$ cat src/rtl/cpu_pkg.sv
// Shared CPU definitions, imported by the instruction decoder and by the PC stage.
// Contents:
//   - opcode_e: opcode encodings for the control-flow instructions. Only the
//     decoder interprets these. The PC stage sees the decoded strobes.
//   - PC_WIDTH_DEFAULT: default width of the program counter.
package cpu_pkg;

  localparam int PC_WIDTH_DEFAULT = 5;

  typedef enum logic [3:0] {
    JMP     = 4'h0,
    IF0JUMP = 4'h1,
    IF1JUMP = 4'h2,
    CALL    = 4'h3,
    CAL0    = 4'h4,
    CAL1    = 4'h5,
    RET     = 4'h6,
    RET0    = 4'h7,
    RET1    = 4'h8
  } opcode_e;

endpackage

$ cat src/rtl/ret_addr_lifo.sv
// Return-address LIFO.
// Ports:
//   clk, rst       clock and synchronous active-high reset (rst clears the depth only)
//   push, wdata    push wdata on top of the stack (ignored when full)
//   pop            drop the top entry (ignored when empty; wins over push)
//   top            combinational read of the top entry (undefined when empty)
//   depth          number of valid entries
//   full           depth == DEPTH
module ret_addr_lifo #(
  parameter int WIDTH = 5,
  parameter int DEPTH = 8,
  localparam int DW = $clog2(DEPTH + 1),
  localparam int AW = $clog2(DEPTH)
) (
  input  logic             clk,
  input  logic             rst,
  input  logic             push,
  input  logic             pop,
  input  logic [WIDTH-1:0] wdata,
  output logic [WIDTH-1:0] top,
  output logic [DW-1:0]    depth,
  output logic             full
);

  logic [WIDTH-1:0] mem [DEPTH];
  logic [DW-1:0]    depth_reg;
  logic [AW-1:0]    wr_idx;
  logic [AW-1:0]    rd_idx;
  logic             do_push;
  logic             do_pop;

  assign full    = (depth_reg == DW'(DEPTH));
  assign do_pop  = pop && (depth_reg != '0);
  assign do_push = push && !full && !pop;

  // The write slot is the current depth. The top entry sits one slot below it.
  assign wr_idx = depth_reg[AW-1:0];
  assign rd_idx = wr_idx - AW'(1);

  always_ff @(posedge clk) begin
    if (rst) begin
      depth_reg <= '0;
    end else if (do_pop) begin
      depth_reg <= depth_reg - DW'(1);
    end else if (do_push) begin
      depth_reg <= depth_reg + DW'(1);
    end
  end

  // The entry storage has no reset. Stale entries are unreachable once depth is 0.
  always_ff @(posedge clk) begin
    if (do_push) begin
      mem[wr_idx] <= wdata;
    end
  end

  // The read is combinational. A return in the cycle after a call sees the pushed address.
  assign top   = mem[rd_idx];
  assign depth = depth_reg;

endmodule

$ cat src/rtl/pc_call_stack.sv
// Program-counter stage that follows the instruction decoder.
// Ports:
//   clk, rst        clock and synchronous active-high reset
//   en              advance enable; 0 holds all state
//   jmp, cal, ret   decoded strobes; priority ret > cal > jmp > sequential step
//   jmp_addr        jump/call target
//   pc              registered instruction address
//   depth           number of valid return addresses
//   stack_full      depth == STACK_DEPTH
//   overflow        sticky: a call was attempted while the stack was full
//   underflow       sticky: a return was attempted while the stack was empty
module pc_call_stack
  import cpu_pkg::*;
#(
  parameter int PC_WIDTH    = PC_WIDTH_DEFAULT,
  parameter int STACK_DEPTH = 8,
  parameter logic [PC_WIDTH-1:0] RESET_PC = '0,
  localparam int DW = $clog2(STACK_DEPTH + 1)
) (
  input  logic                clk,
  input  logic                rst,
  input  logic                en,
  input  logic                jmp,
  input  logic                cal,
  input  logic                ret,
  input  logic [PC_WIDTH-1:0] jmp_addr,
  output logic [PC_WIDTH-1:0] pc,
  output logic [DW-1:0]       depth,
  output logic                stack_full,
  output logic                overflow,
  output logic                underflow
);

  logic [PC_WIDTH-1:0] pc_reg, pc_next, pc_inc, stack_top;
  logic                ovf_reg, ovf_next;
  logic                unf_reg, unf_next;
  logic                push, pop;
  logic                full;
  logic                empty;

  // Adding 1 wraps modulo 2^PC_WIDTH, so a call at the last address stores 0.
  assign pc_inc = pc_reg + PC_WIDTH'(1);
  assign empty  = (depth == '0);

  ret_addr_lifo #(
    .WIDTH (PC_WIDTH),
    .DEPTH (STACK_DEPTH)
  ) u_lifo (
    .clk   (clk),
    .rst   (rst),
    .push  (push),
    .pop   (pop),
    .wdata (pc_inc),
    .top   (stack_top),
    .depth (depth),
    .full  (full)
  );

  // Next-PC priority mux. A failed call or return still advances the PC,
  // so the faulting instruction executes as a NOP.
  always_comb begin
    pc_next  = pc_reg;
    ovf_next = ovf_reg;
    unf_next = unf_reg;
    push     = 1'b0;
    pop      = 1'b0;
    if (en) begin
      if (ret) begin
        if (empty) begin
          pc_next  = pc_inc;
          unf_next = 1'b1;
        end else begin
          pc_next = stack_top;
          pop     = 1'b1;
        end
      end else if (cal) begin
        if (full) begin
          pc_next  = pc_inc;
          ovf_next = 1'b1;
        end else begin
          pc_next = jmp_addr;
          push    = 1'b1;
        end
      end else if (jmp) begin
        pc_next = jmp_addr;
      end else begin
        pc_next = pc_inc;
      end
    end
  end

  always_ff @(posedge clk) begin
    if (rst) begin
      pc_reg  <= RESET_PC;
      ovf_reg <= 1'b0;
      unf_reg <= 1'b0;
    end else begin
      pc_reg  <= pc_next;
      ovf_reg <= ovf_next;
      unf_reg <= unf_next;
    end
  end

  assign pc         = pc_reg;
  assign stack_full = full;
  assign overflow   = ovf_reg;
  assign underflow  = unf_reg;

endmodule
$ cat config.mk
export PLATFORM = sky130hd
export DESIGN_NAME = pc_call_stack
export DESIGN_NICKNAME = d
export VERILOG_FILES = /design/src/rtl/cpu_pkg.sv /design/src/rtl/ret_addr_lifo.sv /design/src/rtl/pc_call_stack.sv
export SDC_FILE = /design/constraint.sdc
export NUM_CORES = 1
export LEC_CHECK = 0
export ABC_AREA = 0
export CORE_MARGIN = 1.5
export CORE_UTILIZATION = 56
export DETAILED_ROUTE_END_ITERATION = 12
export HOLD_SLACK_MARGIN = 0.15
export PLACE_DENSITY = 0.79
export SLEW_MARGIN = 15
export SYNTH_ARGS = -nofsm -noshare
export SYNTH_HDL_FRONTEND = slang
export SYNTH_SLANG_ARGS = --single-unit
$ cat constraint.sdc
create_clock -name clk -period 3.1 [get_ports clk]
set_input_delay 0.62 -clock clk [delete_from_list [all_inputs] [get_ports clk]]
set_output_delay 0.62 -clock clk [all_outputs]
set_load 0.03 [all_outputs]
==> results_dict.tcl <==
set metrics [dict create \
    status "finished clean" \
    fin_crit_ps 2830 \
    crit_buf_inv 3 \
    synthTopCellsByArea "edfxtp_1 53%, dfxtp_1 9.8%, mux4_2 9.0%" \
    cp-end-kind "primary output" \
    drt_iter0_drc 92 \
    clock-sinks 51 \
    internal_power_mw 1.23 \
    path_cells "inv_1 > ha_1 > nand3b_1 > inv_1 > clkdlybuf4s50_1" \
    seq_power_share 0.482 \
    p_switching_uw 487 \
    die_y_um 66.5 \
    setup_tns_ps 0 \
    synthToLayoutAreaGrowth_pct 19.3 \
    n_fill_cell 252 \
    r2r_setup_slack_ps 790 \
    slowest_delay_ps 670 \
    drv_slew 0 \
    power_frac_comb 0.250 \
    p_per_area_nw_per_um2 637 \
    rsz0062_at_grt "false" \
    synth_flop_cell "edfxtp_1" \
    largest_reg_flops 40 \
    slew_headroom 0.459 \
    drcViolationCount 0 \
    clock_path_buffers 2 \
    finalSetupViolCount 0 \
    vdd_drop_max_v 0.000383 \
    synth-xor-area-share 0.0393 \
    port_buffers 22 \
    async_flop_share 0 \
    dp_hpwl_mm 3.07 \
    clkPwrFrac 0.268 \
    cpLargestDelayFamily "buffers and inverters" \
    path_max_fanout 9 \
    cts_htree_levels 2 \
    dr.pass1.iters 4 \
    grt.overflow.total 0 \
    hold_path.class "flip-flop to flip-flop" \
    syn-cell-area_sq_um 2260 \
    ant_nets 0 \
    synth_top_area_cell "edfxtp_1" \
    synthSimpleGateAreaFrac 0.0931 \
    drt-total-wl_mm 4.35 \
    fmaxAchievable_mhz 353 \
    fp.dieW_um 66.5 \
    grt_max_degree 20 \
    fin_crit_sh 0.914 \
    cpMostUsedCell "inv_1" \
    skew_ps 4.41 \
    syn_avg_cell_area_sq_um 14.1 \
    drive_above_1_share 0.161 \
    ys_warn_count 0 \
    holdBufCountCts 0 \
    core_area_sq_um 3770 \
    timing.hold.ws_ps 477 \
    layout_common_cells "40 x edfxtp_1, 22 x clkdlybuf4s50_1, 14 x nand2_1" \
    maxCapViolCount 0 \
    yosysUniqueCellTypes 38 \
    antenna_found_initial 0 \
    post_cts_buffers 0 \
    tritoncts "yes" \
    place_congestion 0.846 \
    synth_nets 174 \
    yosys.area.top_type_share 0.532 \
    ys_seq_area_frac 0.629 \
    cts-root-buf "clkbuf_8" \
    grt_pass1_vias 1333 \
    worst_pin_slew_ps 806 \
    cts-resized-gates 0 \
    leakage_nw 0.907 \
    hold_viol 0 \
    grt_pass1_wl_mm 6.85 \
    layout_commonest_cell "edfxtp_1" \
    nNetsFinal 205 \
    postSynthCellCount 160 \
    pin_count 23 \
    num_rows 22 \
    vias 1403 \
    numCtsBuffers 5 \
    wire_per_inst_um 18.1 \
    synth.area.mux_share 0.124 \
    grtUsageTotal 0.224 \
    slowest_stage "clkdlybuf4s50_1" \
    power.share.switching 0.284 \
    path_class "flip-flop to primary output" \
    worstPathArrival_ps 2210 \
    required_ps 2480 \
    synth_top_family_by_area "multiplexers" \
    start_kind "flip-flop" \
    ys_seq_elements 51 \
    clk_latency_ps 300 \
    synth_compound_gate_area_share 0.0753 \
    die_area_sq_um 4420 \
    synth_fa_ha_area_frac 0.0166 \
    clkTransAtPathRegs_ps 90 \
    synth_edf_count 40 \
    avgViaCountPerCell 5.85 \
    start_util 0.599 \
    antennaDiodeCount 0 \
]
==> cell type report <==
type	count	area, sq um	area share
Clock inverter	3	46.3	0.0172
Sequential cell	51	1420	0.528
Inverter	6	22.5	0.00836
Tap cell	48	60.1	0.0223
Timing Repair Buffer	31	288	0.107
Clock buffer	5	68.8	0.0255
Multi-Input combinational cell	96	787	0.292
==> synthesized netlist by cell type, types with 3 or more instances <==
library cell,n
clkbuf_1,6
edfxtp_1,40
nand3_1,4
a31oi_1,5
a21oi_1,6
nand2_1,14
ha_1,3
o211ai_1,3
dfxtp_1,11
xnor2_1,5
nor2_1,11
nor3_1,6
inv_1,6
nand2b_1,3
mux4_2,9
==> per-layer routing <==
layer  part of all wire  vias up  track usage
li1                   -      681            -
met1               0.43      686        0.302
met2               0.53       32        0.364
met3              0.032        4       0.0507
met4             0.0062        0       0.0714
met5                  0        -            0
==> final timing paths <==
kind	from	end	cells past startpoint
max	u_lifo.depth[1]	stack_full	5
min reg2reg	overflow	overflow	2
min	overflow	overflow	2
max reg2reg	u_lifo.depth[1]	pc[3]	7
==> through the flow <==
step | total power [mW] | instances | area [sq um] | util | setup WS, ps
after detailed placement | 1.27 | 232 | 2580 | 0.684 | 606
after floorplan | 1.14 | 160 | 2260 | - | 543
after CTS | 1.73 | 240 | 2690 | 0.714 | 263
final | 1.72 | 240 | 2690 | 0.714 | 266
after global routing | 1.80 | 240 | 2690 | 0.714 | 112
after global placement | 1.26 | 232 | 2580 | 0.684 | 606
==> tightest hold or removal path, cell delays in order, from the launching register on <==
cell     delay (ps)
dfxtp_1         340
a31oi_1          40
nor2_1           70
==> cell families (layout without fill, tap and decap cells) <==
kind of cell,count (synthesis),after routing
AOI/OAI and AO/OA,25,25
xor gates and xnor gates,8,8
buffers and inverters,13,45
and+or+nand+nor,45,45
adders and majority gates,3,3
DFF,51,51
muxes,15,15
==> power groups by stage <==
stage,sequential (mW),clock (mW),combinational [mW]
after floorplan,0.869,0,0.275
after global placement,0.840,0,0.424
after detailed placement,0.843,0,0.429
after CTS,0.827,0.473,0.433
after global routing,0.832,0.501,0.467
final,0.827,0.460,0.428
No activity file was read; power rests on OpenSTA's default activity.
